$ cat config.mk
export PLATFORM = sky130hd
export DESIGN_NAME = seg_scan_driver
export DESIGN_NICKNAME = d
export VERILOG_FILES = /design/src/rtl/seg_scan_driver.sv
export SDC_FILE = /design/constraint.sdc
export NUM_CORES = 1
export LEC_CHECK = 0
export ABC_AREA = 1
export BUFFER_PORTS_ARGS = -buffer_cell sky130_fd_sc_hd__buf_2
export CORE_MARGIN = 5
export CORE_UTILIZATION = 50
export DETAILED_ROUTE_END_ITERATION = 10
export PLACE_DENSITY = 0.7
export SYNTH_ARGS = -nofsm -noshare
export SYNTH_HDL_FRONTEND = slang
export SYNTH_SLANG_ARGS = --single-unit
export TNS_END_PERCENT = 100
$ cat constraint.sdc
create_clock -name clk -period 4.06 [get_ports clk]
set_clock_uncertainty 0.1 [all_clocks]
set_input_delay 0 -clock clk [delete_from_list [all_inputs] [get_ports clk]]
set_output_delay 0 -clock clk [all_outputs]
set_load 0.02 [all_outputs]
$ cat src/rtl/seg_scan_driver.sv
// Six-digit seven-segment scan driver with a double-buffered value applied at frame boundaries.
// Optional leading-zero blanking is enabled by defining SEG_BLANK_LEADING_ZERO_EN.
module seg_scan_driver #(
  parameter int SCAN_CNT = 25
) (
  input  logic        clk,
  input  logic        rst,
  input  logic [23:0] din,
  input  logic [5:0]  dp_in,
  input  logic        din_valid,
  output logic        din_ready,
  output logic [5:0]  sel,
  output logic [7:0]  seg,
  output logic        frame_done
);

  localparam int CW = $clog2(SCAN_CNT);
  localparam logic [CW-1:0] CNT_MAX = CW'(SCAN_CNT - 1);

  logic [CW-1:0] cnt;
  logic [2:0]    idx;
  logic [23:0]   disp_dat;
  logic [5:0]    disp_dp;
  logic [23:0]   shd_dat;
  logic [5:0]    shd_dp;
  logic          pend;

  logic          last;
  logic          xfer;
  logic          swap;
  logic [2:0]    idx_nxt;
  logic [23:0]   disp_dat_nxt;
  logic [5:0]    disp_dp_nxt;
  logic [3:0]    nib;
  logic          blank;
  logic [5:0]    sel_nxt;
  logic [7:0]    seg_nxt;

  function automatic logic [6:0] hex_decode(input logic [3:0] h);
    logic [6:0] s;
    case (h)
      4'h0: s = 7'h40;
      4'h1: s = 7'h79;
      4'h2: s = 7'h24;
      4'h3: s = 7'h30;
      4'h4: s = 7'h19;
      4'h5: s = 7'h12;
      4'h6: s = 7'h02;
      4'h7: s = 7'h78;
      4'h8: s = 7'h00;
      4'h9: s = 7'h10;
      4'hA: s = 7'h08;
      4'hB: s = 7'h03;
      4'hC: s = 7'h46;
      4'hD: s = 7'h21;
      4'hE: s = 7'h06;
      default: s = 7'h0E;
    endcase
    return s;
  endfunction

  assign last       = (cnt == CNT_MAX);
  assign frame_done = last && (idx == 3'd5);
  assign din_ready  = ~pend;
  assign xfer       = din_valid && !pend;
  assign swap       = frame_done && pend;

  // sel/seg are computed from the post-edge idx and disp so they move together with idx,
  // and the first digit after a swap already shows the new value.
  always_comb begin
    idx_nxt      = idx;
    disp_dat_nxt = disp_dat;
    disp_dp_nxt  = disp_dp;
    if (last) begin
      idx_nxt = (idx == 3'd5) ? 3'd0 : idx + 3'd1;
    end
    if (swap) begin
      disp_dat_nxt = shd_dat;
      disp_dp_nxt  = shd_dp;
    end
    nib = disp_dat_nxt[{idx_nxt, 2'b00} +: 4];
`ifdef SEG_BLANK_LEADING_ZERO_EN
    blank = (idx_nxt != 3'd0) && ((disp_dat_nxt >> {idx_nxt, 2'b00}) == 24'h0);
`else
    blank = 1'b0;
`endif
    sel_nxt = 6'b000001 << idx_nxt;
    seg_nxt = {~disp_dp_nxt[idx_nxt], blank ? 7'h7F : hex_decode(nib)};
  end

  always_ff @(posedge clk or negedge rst) begin
    if (!rst) begin
      cnt      <= '0;
      idx      <= 3'd0;
      disp_dat <= 24'h0;
      disp_dp  <= 6'h0;
      shd_dat  <= 24'h0;
      shd_dp   <= 6'h0;
      pend     <= 1'b0;
      sel      <= 6'b000001;
      seg      <= 8'hC0;
    end else begin
      cnt      <= last ? '0 : cnt + 1'b1;
      idx      <= idx_nxt;
      disp_dat <= disp_dat_nxt;
      disp_dp  <= disp_dp_nxt;
      sel      <= sel_nxt;
      seg      <= seg_nxt;
      if (swap) begin
        pend <= 1'b0;
      end else if (xfer) begin
        pend    <= 1'b1;
        shd_dat <= din;
        shd_dp  <= dp_in;
      end
    end
  end

endmodule
==> impl_summary.txt, run 1 <==
----------------------------------------------------
[Run status]
  Run status ... completed

[Setup path]
  Depth of the worst register-to-register path ... 17
  R2r startpoint ... cnt[0]
  Req. time, crit path ... 4.20 ns
  R2R Path End ... seg[3]
  Maximum fanout along the worst path ... 46
  Startpoint kind of the worst setup timing path ... flop
  CP max stage delay ... 0.43 ns
  Slowest library cell on the worst path ... sky130_fd_sc_hd__nand3_4
  Element type at the critical path end ... flop
  Most numerous cell on the critical path ... sky130_fd_sc_hd__nand2_1
  Critical Path Sink ... seg[3]
  Arrival time at the worst endpoint ... 3.16 ns
  Crit path launch ... cnt[0]
  Worst Path Class, Setup ... flop to flop
  R2r setup slk ... between 1 and 1.5 ns
  Sequence of cells on the critical path ... inv_1, ha_1, nand2_1, nor2_8, nand3_4, inv_2, nand2_1, nand2_1, nand2_1, nand2_1, nor2_1, nor2_1, nor2_2, ha_1, nand2_1, nand3_1, nand2_1

[CTS]
  Total clock sinks ... a little over 80
  Clock slew at the register clock pins of the worst setup and hold paths ... around 0.08 ns
  H-Tree Level Count ... 3
  Clock tree root buffer cell ... sky130_fd_sc_hd__clkbuf_8
  CTS max path bufs ... 2
  Cts bufs inserted ... 9
  Clock tree from TritonCTS ... done
  Insertion delay to the later sink of the worst-skew pair ... approximately 0.36 ns

[Detailed routing]
  Via count ... around 3,000
  Vias per Instance ... approximately 4.8
  Remaining design rule violation count ... 0
  1st-pass router iterations ... 4
  Average detailed-routed wire length per instance ... approximately 13 µm
  Initial detailed-routing violation count ... 132
  Sum of routed wire length over all layers ... 7960 µm
  Count of antenna-violating nets left after detailed routing ... 0

[Place]
  DP HPWL ... ~5400 µm
  Placed Cells ... about 560
  Number of buffers inserted by port buffering ... between 40 and 50
  Routability congestion estimate ... 0.839
  Post-Place Setup Slack ... approximately 1.1 ns

[Die]
  Die ar. ... roughly 9700 µm²
  Vertical extent of the die ... around 99 µm
  Starting Density ... 0.512
  Width of the die ... approximately 100 µm
  I/O Pins ... between 40 and 50
  Placeable Area ... 7690 µm²
  Cell row count ... 32

[Yosys]
  Number of synthesized register bits ... between 80 and 90
  Post-synthesis cell type with the largest combined area ... sky130_fd_sc_hd__dfrtp_1
  Share of Yosys cell area claimed by the top area cell type ... 0.509
  Per-instance average area after synthesis ... about 9.4 µm²
  Synth async-reset ratio ... 1.00
  Post-synth top cells ... 112 x sky130_fd_sc_hd__nand2_1, 80 x sky130_fd_sc_hd__dfrtp_1, 41 x sky130_fd_sc_hd__inv_1, 29 x sky130_fd_sc_hd__nor2_1, 24 x sky130_fd_sc_hd__nand3_1
  Total of warnings raised by yosys ... 0
  Synth Cell Area ... around 3900 µm²
  Mapped Cells ... between 400 and 500
  Number of different library cells in the post-synthesis netlist ... 32
  Prevailing post-synth register cell ... sky130_fd_sc_hd__dfrtp_1
  Net count of the mapped netlist ... between 400 and 500
  Register area share after synthesis ... 0.529
  Most frequent cell after synthesis ... sky130_fd_sc_hd__nand2_1
  Dominant cells by area after synthesis ... sky130_fd_sc_hd__dfrtp_1 51%, sky130_fd_sc_hd__nand2_1 11%, sky130_fd_sc_hd__mux2_2 4.0%, sky130_fd_sc_hd__inv_1 3.9%, sky130_fd_sc_hd__nand3_1 3.1%
  Number of enable-type register cells in the synthesized netlist ... 0

[Timing]
  Relative slew slack ... 0.285
  Unrepaired setup endpoints after global routing ... false
  Post-layout min period ... 3.02 ns
  Upper clock frequency limit ... ~330 MHz
  Max-slew violation total from the final report ... 0
  Total Negative Setup Slacks ... 0 ns
  Final Setup Violations ... 0
  Worst slew pin tran ... ~1.1 ns
  Final Hold Viols ... 0
  Crit path setup slack, layout ... between 1 and 1.5 ns
  Share of the cycle needed by the critical path after routing ... 0.744

[GRT]
  Vias in the first global route ... slightly below 3,000
  Number of antenna violations at the first check in global routing ... 0
  First-pass GRT wire length ... ~14,000 µm
  GRT overflow ... 0
  Overall Global Routing Usage ... 0.179
  Pin count of the biggest net entering global routing ... 84

[Pwr]
  PD cells ... around 340 nW/µm²
  Power Total ... 0.00163 W
  Total leakage power ... 2.61 nW
  VDD IR-drop max ... around 0.19 mV

[Final layout]
  Fraction of final layout cells sized beyond drive strength 1 ... 0.266
  Layout area overhead ... 21.8%
  Final Core Density ... 0.624
  Number of filler cells placed in the layout ... about 660
  Post-route insts no fill ... 609
  Antenna Diode Count ... 0
  Net count of the finished layout ... around 540

[Flow run]
  MaxCap Viol Count ... 0

[Worst hold path]
  Class of the worst hold path ... input port to async pin

----------------------------------------------------
==> critical path: cells and delay by family, from the launching register on <==
kind,cells,cell delay [ns]
buf+inv,2,0.40
flops,1,0.42
simple gates,13,1.52
fa+ha+maj,2,0.46
==> routing by layer <==
metal / global-route usage / part of all wire / vias up
li1: - / - / 1483
met1: 0.238 / 0.47 / 1397
met2: 0.285 / 0.47 / 62
met3: 0.0474 / 0.045 / 10
met4: 0.0620 / 0.012 / 0
met5: 0 / 0 / -
==> worst min path at each step <==
stage | start | to | slack [ns] | cells after the start
finish | rst | cnt[3] | 0.26 | 2
global route | din[18] | shd_dat[18] | 0.31 | 3
CTS | din[2] | shd_dat[2] | 0.29 | 3
detailed placement | rst | cnt[2] | 0.14 | 1
global placement | din[19] | shd_dat[19] | 0.13 | 2
floorplan | rst | cnt[0] | -0.40 | 0
==> final cells by class <==
class | instances | area, µm² | area share
clock buffer | 11 | 151 | 0.0316
clock inverter | 4 | 73.8 | 0.0154
inverter | 51 | 191 | 0.0399
multi-input combinational | 276 | 1590 | 0.332
sequential | 83 | 2080 | 0.434
tap | 102 | 128 | 0.0266
timing repair buffer | 82 | 578 | 0.121
==> cells in the final DEF (no fill, tap or decap) <==
cell                              n
sky130_fd_sc_hd__clkinv_4         1
sky130_fd_sc_hd__clkbuf_8        11
sky130_fd_sc_hd__a21oi_1         17
sky130_fd_sc_hd__inv_1           41
sky130_fd_sc_hd__o21ai_0          5
sky130_fd_sc_hd__nand2_4          3
sky130_fd_sc_hd__dlygate4sd3_1   32
sky130_fd_sc_hd__mux2_2          14
sky130_fd_sc_hd__o21ai_2          6
sky130_fd_sc_hd__ha_1             8
sky130_fd_sc_hd__a211oi_1         1
sky130_fd_sc_hd__nor2_8           3
sky130_fd_sc_hd__dfstp_2          3
sky130_fd_sc_hd__nand3_1         24
sky130_fd_sc_hd__xor2_1           1
sky130_fd_sc_hd__nand3_4          1
sky130_fd_sc_hd__o21a_1           4
sky130_fd_sc_hd__nor2_4          10
sky130_fd_sc_hd__nand2_1        112
sky130_fd_sc_hd__o21bai_4         1
sky130_fd_sc_hd__o21ai_1         10
sky130_fd_sc_hd__nor3_1           2
sky130_fd_sc_hd__a22o_1           1
sky130_fd_sc_hd__and2_1           4
sky130_fd_sc_hd__nor2_1          29
sky130_fd_sc_hd__buf_2           47
sky130_fd_sc_hd__nand2_2         13
sky130_fd_sc_hd__o21ai_4          1
sky130_fd_sc_hd__dfrtp_1         80
sky130_fd_sc_hd__nand3_2          1
sky130_fd_sc_hd__bufinv_16        2
sky130_fd_sc_hd__inv_2           10
sky130_fd_sc_hd__clkinv_2         1
sky130_fd_sc_hd__nor2_2           4
sky130_fd_sc_hd__nand4_1          1
sky130_fd_sc_hd__buf_4            3
==> power by group <==
| group | leakage, nW | total, W | internal, W | switching, W |
|---|---|---|---|---|
| clock network | 0.115 | 0.000667 | 0.000377 | 0.000290 |
| registers | 1.05 | 0.000875 | 0.000861 | 0.0000143 |
| logic | 1.44 | 0.0000925 | 0.0000504 | 0.0000421 |
==> cells by family after synthesis <==
family          count (synthesis)  share of synthesized area
xor+xnor                        1                    0.00223
flops                          83                      0.529
compound gates                 46                     0.0747
buf+inv                        61                     0.0668
simple gates                  207                      0.262
fa+ha+maj                       8                     0.0254
mux                            14                     0.0401
==> state kept, by name, summed over array words and instances (netlist names) <==
signal    flops
sel           6
disp_dat     24
disp_dp       6
idx           3
seg           8
shd_dp        6
pend          1
shd_dat      24
cnt           5
==> stage by stage <==
| stage | hold WS (ns) | cell area (µm²) |
|---|---|---|
| after global routing | 0.314 | 4790 |
| after CTS | 0.289 | 4790 |
| final | 0.261 | 4790 |
| after floorplan | -0.396 | 3940 |
| after global placement | 0.133 | 4250 |
| after detailed placement | 0.136 | 4250 |
==> what timing repair did <==
action / 4_1_cts / 5_1_grt
hold buffers: 32 / 0
buffers inserted: 0 / 0
endpoints found under the hold margin: 111 / 0
gates resized for setup: 0 / 0
setup endpoints to repair: 0 / 0
Power figures use the tool's default switching activity.
==> inputs of run 2 (changes only) <==
--- a/config.mk
+++ b/config.mk
@@ -5,7 +5,7 @@
 export SDC_FILE = /design/constraint.sdc
 export NUM_CORES = 1
 export LEC_CHECK = 0
-export ABC_AREA = 1
+export ABC_AREA = 0
 export BUFFER_PORTS_ARGS = -buffer_cell sky130_fd_sc_hd__buf_2
 export CORE_MARGIN = 5
 export CORE_UTILIZATION = 50
==> constraint.sdc (replaced) <==
create_clock -name clk -period 3 [get_ports clk]
set_clock_uncertainty 0.1 [all_clocks]
set_input_delay 0 -clock clk [delete_from_list [all_inputs] [get_ports clk]]
set_output_delay 0 -clock clk [all_outputs]
set_load 0.02 [all_outputs]
==> impl_summary.txt, run 2 <==
----------------------------------------------------
[Yosys]
  Register area share after synthesis ... 0.524 (-0.00434)
  Mapped Cells ... 292 (-30%)
  Per-instance average area after synthesis ... 13.6 µm² (+45%)
  Synth async-reset ratio ... 1.00 (unchanged)
  Prevailing post-synth register cell ... sky130_fd_sc_hd__dfrtp_1
  Number of enable-type register cells in the synthesized netlist ... 0 (unchanged)
  Post-synthesis cell type with the largest combined area ... sky130_fd_sc_hd__dfrtp_1
  Dominant cells by area after synthesis ... sky130_fd_sc_hd__dfrtp_1 50%, sky130_fd_sc_hd__mux2_2 15%, sky130_fd_sc_hd__mux2i_1 3.0%, sky130_fd_sc_hd__ha_1 2.5%, sky130_fd_sc_hd__dfstp_2 2.0%
  Synth Cell Area ... 3970 µm² (+0.83%)
  Net count of the mapped netlist ... 333 (-28%)
  Post-synth top cells ... 80 x sky130_fd_sc_hd__dfrtp_1, 54 x sky130_fd_sc_hd__mux2_2, 12 x sky130_fd_sc_hd__inv_1, 12 x sky130_fd_sc_hd__mux2i_1, 11 x sky130_fd_sc_hd__nor2_1
  Number of synthesized register bits ... 83 (unchanged)
  Total of warnings raised by yosys ... 0 (unchanged)
  Most frequent cell after synthesis ... sky130_fd_sc_hd__dfrtp_1
  Share of Yosys cell area claimed by the top area cell type ... 0.505 (-0.00417)
  Number of different library cells in the post-synthesis netlist ... 63 (+97%)

[Final layout]
  Commonest cells after routing, fill and taps aside ... 80 x sky130_fd_sc_hd__dfrtp_1, 54 x sky130_fd_sc_hd__mux2_2, 47 x sky130_fd_sc_hd__buf_2
  Net count of the finished layout ... 433 (-20%)
  Leading cell type in the layout, fill and taps excluded ... sky130_fd_sc_hd__dfrtp_1
  Antenna Diode Count ... 0 (unchanged)
  Post-route insts no fill ... 499 (-18%)
  Fraction of final layout cells sized beyond drive strength 1 ... 0.448 (+0.182)
  Number of filler cells placed in the layout ... 589 (-10%)
  Layout area overhead ... 25.5%
  Regs by FF count ... disp_dat x24, shd_dat x24, seg x8

[Timing]
  Relative slew slack ... 0.329 (+0.0441)
  Worst slew pin tran ... 1.01 ns (-0.0636 ns)
  Upper clock frequency limit ... 346 MHz (+4.4%)
  Max-slew violation total from the final report ... 0 (unchanged)
  Final Setup Violations ... 0 (unchanged)
  Post-layout min period ... 2.89 ns (-0.126 ns)
  Total Negative Setup Slacks ... 0 ns (unchanged)
  Share of the cycle needed by the critical path after routing ... 0.965 (+0.221)
  Final-layout worst hold slack ... 0.262 ns (+0.00134 ns)
  Final Hold Viols ... 0 (unchanged)
  Unrepaired setup endpoints after global routing ... true

[GRT]
  Vias in the first global route ... 2,620 (-12%)
  GRT overflow ... 0 (unchanged)
  First-pass GRT wire length ... 12,900 µm (-8.6%)
  Number of antenna violations at the first check in global routing ... 0 (unchanged)
  Overall Global Routing Usage ... 0.165 (-0.0137)
  Met1 track demand over resource in global routing ... 0.214 (-0.0237)
  Pin count of the biggest net entering global routing ... 84 (unchanged)
  GRT met3 Usage ... 0.0460 (-0.00142)
  Layer with the highest usage after global routing ... met2
  Global routing usage on met2 ... 0.274 (-0.0107)

[Detailed routing]
  Via count ... 2,563 (-13%)
  Initial detailed-routing violation count ... 108 (-18%)
  Count of antenna-violating nets left after detailed routing ... 0 (unchanged)
  Remaining design rule violation count ... 0 (unchanged)
  Average detailed-routed wire length per instance ... 15.3 µm (+17%)
  Sum of routed wire length over all layers ... 7650 µm (-3.9%)
  Vias per Instance ... 5.14 (+6.0%)
  1st-pass router iterations ... 4 (unchanged)

[Place]
  Placed Cells ... 446 (-21%)
  DP HPWL ... 5240 µm (-2.6%)
  Routability congestion estimate ... 0.847 (+0.88%)
  Number of buffers inserted by port buffering ... 48 (unchanged)

[Setup path]
  Arrival time at the worst endpoint ... 3.04 ns (-0.12 ns)
  Req. time, crit path ... 3.15 ns (-1.05 ns)
  Sequence of cells on the critical path ... inv_1, ha_2, nand4b_4, nor2_4, buf_4, buf_6, mux2_2, nand2_1, o2111ai_2, inv_1, ha_1, inv_1, mux2i_1, a32o_2
  Slowest library cell on the worst path ... sky130_fd_sc_hd__dfrtp_1
  Startpoint kind of the worst setup timing path ... flop
  Maximum fanout along the worst path ... 12 (-74%)
  Most numerous cell on the critical path ... sky130_fd_sc_hd__inv_1
  Element type at the critical path end ... flop
  Worst Path Class, Setup ... flop to flop
  CP max stage delay ... 0.38 ns (-0.05 ns)

[Die]
  Vertical extent of the die ... 99.1 µm (+0.37%)
  Cell row count ... 32 (unchanged)
  I/O Pins ... 49 (unchanged)
  Width of the die ... 99.1 µm (+0.37%)
  Die ar. ... 9820 µm² (+0.74%)
  Starting Density ... 0.513 (+0.00156)
  Placeable Area ... 7730 µm² (+0.52%)

[CTS]
  Insertion delay to the later sink of the worst-skew pair ... 0.36 ns (about the same)
  Clock tree root buffer cell ... sky130_fd_sc_hd__clkbuf_8
  Cts bufs inserted ... 9 (unchanged)
  H-Tree Level Count ... 3 (unchanged)
  Total clock sinks ... 83 (unchanged)
  CTS max path bufs ... 2 (unchanged)
  Clock slew at the register clock pins of the worst setup and hold paths ... 0.08 ns (about the same)
  Clock tree from TritonCTS ... done

[Pwr]
  VDD IR-drop max ... 0.344 mV (+79%)
  PD cells ... 448 nW/µm² (+31%)
  Total leakage power ... 2.38 nW (-8.5%)

[Worst hold path]
  Class of the worst hold path ... input port to async pin

[Run status]
  Run status ... completed

[Flow run]
  MaxCap Viol Count ... 0 (unchanged)

----------------------------------------------------
[run 2: layout make-up]
class	count	area (µm²)	share of cell area
Clock buffer	11	151	0.0304
Clock inverter	5	82.6	0.0166
Inverter	13	51.3	0.0103
Multi-Input combinational cell	180	1720	0.344
Sequential cell	83	2080	0.418
Tap cell	102	128	0.0256
Timing Repair Buffer	105	771	0.155
[run 2: kinds of logic after synthesis]
kind of cell | after synthesis | share of synthesized area
AOI/OAI and AO/OA | 42 | 0.0937
and+or+nand+nor | 57 | 0.102
DFF | 83 | 0.524
xor gates and xnor gates | 4 | 0.0136
muxes | 69 | 0.193
buffers and inverters | 29 | 0.0476
adders and majority gates | 8 | 0.0252
[run 2: worst max-delay path, delay by kind of cell, from the launching register on]
family                     cells  cell delay [ns]
AOI/OAI and AO/OA              2             0.38
adders and majority gates      2             0.44
buffers and inverters          5             0.61
DFF                            1             0.38
muxes                          2             0.43
and+or+nand+nor                3             0.45
[run 2: through the flow]
stage | cell area [µm²] | util | setup WS, ns | power (W)
global route | 4980 | 0.644 | -0.0493 | 0.00233
detailed placement | 4370 | 0.565 | -0.0628 | 0.00130
global placement | 4370 | 0.565 | 0.0475 | 0.00130
finish | 4980 | 0.644 | 0.106 | 0.00223
CTS | 4920 | 0.637 | 0.00826 | 0.00226
floorplan | 3970 | - | 0.141 | 0.00124
[run 2: power breakdown]
part	leakage (nW)	total [W]	internal, W	switching, W
logic	1.19	0.000117	0.0000760	0.0000412
clock network	0.120	0.000919	0.000517	0.000402
registers	1.08	0.00119	0.00116	0.0000272
total	2.38	0.00223	0.00176	0.000471
[run 2: path summary, 6_finish.rpt]
path / from / end / cells after the start / slack [ns]
worst min-delay path: rst / cnt[0] / 2 / 0.26
max in group asynchronous: rst / seg[5] / 2 / 1.91
worst max register to register: cnt[0] / seg[1] / 14 / 0.11
worst min register to register: disp_dp[1] / disp_dp[1] / 1 / 0.40
min in group clk: din[20] / shd_dat[20] / 3 / 0.30
worst max-delay path: cnt[0] / seg[1] / 14 / 0.11
[run 2: repair_timing]
item | 4_1_cts | 5_1_grt
setup endpoints to repair | 4 | 7
buffers inserted | 0 | 5
endpoints found under the hold margin | 111 | 0
gates resized for setup | 1 | 7
pin swaps | 0 | 2
hold buffers | 32 | 0
[run 2: layer usage]
metal,routed length [µm],vias up
li1,-,1243
met5,0,-
met1,3420,1248
met2,3730,61
met3,387,11
met4,112,0
